File: config.mk
export PLATFORM = sky130hd
export DESIGN_NAME = control_unit
export DESIGN_NICKNAME = d
export VERILOG_FILES = /design/src/rtl/cpu_ctrl_pkg.sv /design/src/rtl/control_unit.sv
export SDC_FILE = /design/constraint.sdc
export NUM_CORES = 1
export LEC_CHECK = 0
export BUFFER_PORTS_ARGS = -buffer_cell sky130_fd_sc_hd__buf_4
export CAP_MARGIN = 40
export CORE_ASPECT_RATIO = 1.25
export CORE_UTILIZATION = 42
export CTS_BUF_LIST = sky130_fd_sc_hd__clkbuf_16
export DETAILED_ROUTE_END_ITERATION = 10
export GPL_ROUTABILITY_DRIVEN = 0
export HOLD_SLACK_MARGIN = 0.05
export PLACE_DENSITY = 0.87
export SLEW_MARGIN = 15
export SYNTH_ARGS = -nofsm -noshare
export SYNTH_HDL_FRONTEND = slang
export SYNTH_SLANG_ARGS = --single-unit
File: constraint.sdc
create_clock -name clk -period 2 [get_ports clk]
set_clock_uncertainty 0.15 [all_clocks]
set_input_delay 0.2 -clock clk [delete_from_list [all_inputs] [get_ports clk]]
set_output_delay 0.2 -clock clk [all_outputs]
set_load 0.005 [all_outputs]
File: src/rtl/cpu_ctrl_pkg.sv
// cpu_ctrl_pkg: opcodes, ALU codes, step enumeration and opcode classifiers for control_unit
package cpu_ctrl_pkg;
  typedef enum logic [3:0] {S_RESET, T0, T1, T2, T3, T4, T5, T6, T7, S_HALT} state_t;
  localparam logic [4:0] OP_LD   = 5'b00000;
  localparam logic [4:0] OP_LDI  = 5'b00001;
  localparam logic [4:0] OP_ST   = 5'b00010;
  localparam logic [4:0] OP_ADD  = 5'b00011;
  localparam logic [4:0] OP_SUB  = 5'b00100;
  localparam logic [4:0] OP_SHR  = 5'b00101;
  localparam logic [4:0] OP_SHL  = 5'b00110;
  localparam logic [4:0] OP_ROR  = 5'b00111;
  localparam logic [4:0] OP_ROL  = 5'b01000;
  localparam logic [4:0] OP_AND  = 5'b01001;
  localparam logic [4:0] OP_OR   = 5'b01010;
  localparam logic [4:0] OP_ADDI = 5'b01011;
  localparam logic [4:0] OP_ANDI = 5'b01100;
  localparam logic [4:0] OP_ORI  = 5'b01101;
  localparam logic [4:0] OP_BR   = 5'b10010;
  localparam logic [4:0] OP_NOP  = 5'b11010;
  localparam logic [4:0] OP_HALT = 5'b11011;
  localparam logic [4:0] ALU_ADD = 5'b00011;
  function automatic logic is_rtype(input logic [4:0] op);
    return op inside {OP_ADD, OP_SUB, OP_SHR, OP_SHL, OP_ROR, OP_ROL, OP_AND, OP_OR};
  endfunction
  function automatic logic is_imm(input logic [4:0] op);
    return op inside {OP_ADDI, OP_ANDI, OP_ORI};
  endfunction
endpackage

File: src/rtl/control_unit.sv
// control_unit: Moore step sequencer decoding datapath controls from the current step and latched opcode
module control_unit
  import cpu_ctrl_pkg::*;
(
  input  logic        clk,
  input  logic        reset,
  input  logic        stop,
  input  logic [31:0] ir,
  input  logic        con_ff,
  output logic        gra,
  output logic        grb,
  output logic        grc,
  output logic        r_enable,
  output logic        r_select,
  output logic        ba_out,
  output logic        pc_out,
  output logic        mdr_out,
  output logic        z_low_out,
  output logic        c_out,
  output logic        pc_in,
  output logic        ir_in,
  output logic        mar_in,
  output logic        mdr_in,
  output logic        y_in,
  output logic        z_in,
  output logic        con_in,
  output logic        inc_pc,
  output logic        read,
  output logic        write,
  output logic [4:0]  alu_op,
  output logic        run
);
  state_t state_q, state_d, fin;
  logic [4:0] opcode_q, opcode_d;
  logic arith, rtype, imm, ld, ldi, st, br, ldst, ir_unused;
  assign ir_unused = ^ir[26:0];
  assign rtype = is_rtype(opcode_q);
  assign imm   = is_imm(opcode_q);
  assign arith = rtype | imm;
  assign ld    = opcode_q == OP_LD;
  assign ldi   = opcode_q == OP_LDI;
  assign st    = opcode_q == OP_ST;
  assign br    = opcode_q == OP_BR;
  assign ldst  = ld | ldi | st;
  always_ff @(posedge clk or posedge reset) begin
    if (reset) begin
      state_q  <= S_RESET;
      opcode_q <= OP_LD;
    end else begin
      state_q  <= state_d;
      opcode_q <= opcode_d;
    end
  end
  // stop is only honoured on the edge leaving an instruction's last step
  always_comb begin
    fin      = stop ? S_HALT : T0;
    state_d  = state_q;
    opcode_d = state_q == T2 ? ir[31:27] : opcode_q;
    case (state_q)
      S_RESET: state_d = T0;
      T0:      state_d = T1;
      T1:      state_d = T2;
      T2:      state_d = T3;
      T3: begin
        case (opcode_q)
          OP_HALT: state_d = S_HALT;
          OP_NOP:  state_d = fin;
          default: state_d = (arith | ldst | br) ? T4 : fin;
        endcase
      end
      T4:      state_d = T5;
      T5:      state_d = (ld | st | br) ? T6 : fin;
      T6:      state_d = br ? fin : T7;
      T7:      state_d = fin;
      default: state_d = state_q;
    endcase
  end
  always_comb begin
    {gra, grb, grc, r_enable, r_select, ba_out} = '0;
    {pc_out, mdr_out, z_low_out, c_out} = '0;
    {pc_in, ir_in, mar_in, mdr_in, y_in, z_in, con_in} = '0;
    {inc_pc, read, write} = '0;
    alu_op = '0;
    run = state_q != S_RESET && state_q != S_HALT;
    case (state_q)
      T0: {pc_out, mar_in, inc_pc, z_in} = '1;
      T1: {z_low_out, pc_in, read, mdr_in} = '1;
      T2: {mdr_out, ir_in} = '1;
      T3: begin
        grb      = arith | ldst;
        y_in     = arith | ldst;
        ba_out   = ldst;
        gra      = br;
        con_in   = br;
        r_select = arith | ldst | br;
      end
      T4: begin
        grc      = rtype;
        r_select = rtype;
        c_out    = imm | ldst;
        z_in     = arith | ldst;
        alu_op   = arith ? opcode_q : ldst ? ALU_ADD : 5'b0;
        pc_out   = br;
        y_in     = br;
      end
      T5: begin
        z_low_out = arith | ldst;
        gra       = arith | ldi;
        r_enable  = arith | ldi;
        mar_in    = ld | st;
        c_out     = br;
        z_in      = br;
        alu_op    = br ? ALU_ADD : 5'b0;
      end
      T6: begin
        read      = ld;
        mdr_in    = ld | st;
        gra       = st;
        r_select  = st;
        z_low_out = br;
        pc_in     = br & con_ff;
      end
      T7: begin
        mdr_out  = ld;
        gra      = ld;
        r_enable = ld;
        write    = st;
      end
      default: ;
    endcase
  end
endmodule

==> flow_summary.yaml <==
status:
  status: "finished, final reports clean"
yosys:
  ys_ff_latch: 9
  synthCells: 123
  synth_top_area_share_pct: 23.6
  yosysUniqueCellTypes: 41
  yosys.cell_count.top_type: "nor2_1"
  synth_edf_count: 0
  synthTopCellsByArea: "dfrtp_1 24%, mux2_4 6.3%, nor2_1 5.9%, a21oi_1 4.2%, buf_2 4.2%"
  synth_ff_type: "dfrtp_1"
  synth_nets: 159
  seq_area_frac_synth_pct: 23.6
  syn_area_per_cell_um2: 7.75
  async_reset_ff_share_pct: 100
  syn-cell-area_um2: 953
  synth_top_area_cell: "dfrtp_1"
  synth_common_cells: "15 x nor2_1, 9 x dfrtp_1, 8 x a21oi_1, 8 x buf_2, 8 x nand2_1"
  ys_warn_count: 0
global_route:
  grt_max_degree: 14
  track_usage_pct: 23.9
  grt_pass1_vias: 997
  antenna_found_initial: 0
  grt_overflow_total: 0
  grt_pass1_wl_um: 4460
drt:
  drc: 0
  dr_total_vias: 1152
  viasPerCell: 5.59
  drtIter0Drc: 36
  ant_nets: 0
  wl_um: 3160
  wl_per_cell_um: 15.3
  first_pass_iters: 4
clock_network:
  cts_sinks: 9
  max-clock-path-buffers: 2
  clk_latency_ns: 0.23
  htreeDepth: 1
  path_clk_slew_ns: 0.04
  cts_root_buffer: "clkbuf_16"
  cts_made_buffers: 3
  cts_tree: "done"
power_and_ir_drop:
  power.density_nw_per_um2: 1690
  irDropWorstVdd_uv: 1080
  fin_total_pwr_mw: 2.61
  p_leak_nw: 0.722
worst_setup_path:
  worstSetupPathType: "reg2out"
  max_stage_delay_ns: 0.48
  cp_cell_sequence: "nor4_4, nand3_1, o21a_1, nor2_1, buf_4"
  cp-end-kind: "output pin"
  cp_slowest_cell: "dfrtp_2"
  cp.arrival_ns: 1.64
  required_ns: 1.65
  startpoint_type: "flip-flop"
  critPathMaxFanout: 7
  reg2reg_setup_slack_ns: 0.22
floorplan:
  core-area_um2: 2050
  io_pins: 62
  die_h_um: 55.3
  std_cell_rows: 18
  start_util_pct: 46.5
  dieArea_um2: 2470
  fp.dieW_um: 44.6
timing:
  rsz0062_at_grt: "true"
  fin_crit_ns: 1.99
  setup_tns_ns: 0
  hold_viol_final: 0
  finalSetupViolCount: 0
  layout_setup_ws_ns: 0.00724
  fin_crit_sh_pct: 99.6
  drv_slew: 0
  fmax_mhz: 502
placed_design:
  port_buffers: 33
  place.detailed.hpwl_um: 1900
  place_ws_ns: 0.104
  dp.cells: 181
  place_area_um2: 1220
cells_and_area:
  nNetsFinal: 213
  fin_area_um2: 1550
  n_antenna_cell: 0
  final_cells: 206
  drive_above_1_share_pct: 51.7
  synthToLayoutAreaGrowth_pct: 62.6
hold_path:
  hold_path_class: "in2reg"
run:
  max_cap_viol_count: 0
critical path: cells and delay by family, from the launching register on:
kind	cells	cell delay, ns
buffers and inverters	1	0.11
AOI/OAI and AO/OA	1	0.20
DFF	1	0.48
and+or+nand+nor	3	0.62
path summary, 6_finish.rpt:
check | to | depth (start not counted) | start
max | read | 5 | opcode_q[3]
min | opcode_q[3] | 2 | ir[30]
max reg2reg | opcode_q[3] | 6 | state_q[0]
min reg2reg | state_q[3] | 2 | state_q[3]
max in group asynchronous | opcode_q[1] | 3 | reset
min in group asynchronous | opcode_q[4] | 3 | reset
flip-flops by register name (all words and copies together), names as in the netlist:
name / count
state_q: 4
opcode_q: 5
metrics by stage:
| step | util [%] | hold slack (ns) |
|---|---|---|
| after CTS | 68.7 | 0.0503 |
| after global routing | 75.6 | 0.0522 |
| final | 75.6 | 0.0519 |
| after detailed placement | 59.4 | 0.0235 |
| after floorplan | - | -0.122 |
| after global placement | 59.4 | 0.0172 |
layout make-up:
cell class	count	area [um2]
Clock buffer	3	75.1
Clock inverter	1	3.75
Fill cell	133	499
Inverter	6	22.5
Multi-Input combinational cell	95	702
Sequential cell	9	234
Tap cell	30	37.5
Timing Repair Buffer	62	475
where the power goes:
part / switching [mW] / internal, mW / leakage [nW] / total, mW
registers: 0.274 / 0.290 / 0.100 / 0.564
logic: 0.791 / 0.918 / 0.580 / 1.71
clock network: 0.0809 / 0.260 / 0.0423 / 0.341
cell families after synthesis:
| group | after synthesis | share of synthesized area, % |
|---|---|---|
| AND/OR/NAND/NOR | 58 | 37.0 |
| buffers and inverters | 19 | 10.9 |
| multiplexers | 4 | 6.30 |
| XOR/XNOR | 2 | 1.84 |
| AO/OA/AOI/OAI | 30 | 19.9 |
| flip-flops | 9 | 23.6 |
| other | 1 | 0.393 |
cells in the final DEF, fill, tap and decap left out, drive strengths merged, types with 2 or more instances in the layout:
cell,count
buf,58
nor2,15
dfrtp,9
nand2,8
a21oi,8
inv,7
nand3,7
nor3,7
o21ai,6
nand2b,5
mux2,4
dlygate4sd3,4
nand4,3
clkbuf,3
a31oi,3
or3,2
xor2,2
o22ai,2
nand3b,2
and2,2
o21a,2
o211ai,2
nor4,2
and3,2
repair_timing:
action                     4_1_cts  5_1_grt
hold buffers                     4        0
setup buffers                    5       12
gates resized for setup         11       11
pin swaps                        1        3
hold endpoints to repair        12        0
setup endpoints to repair       11       12
metal layers:
| metal | wire, um | part of all wire [%] | track usage, % | vias up |
|---|---|---|---|---|
| met5 | 0 | 0 | 0 | - |
| met4 | 74 | 2.3 | 15.2 | 0 |
| met3 | 172 | 5.4 | 5.23 | 10 |
| met2 | 1670 | 53 | 38.9 | 59 |
| met1 | 1240 | 39 | 27.2 | 542 |
| li1 | - | - | - | 541 |
Note: power is estimated with default switching activity, not from simulation.
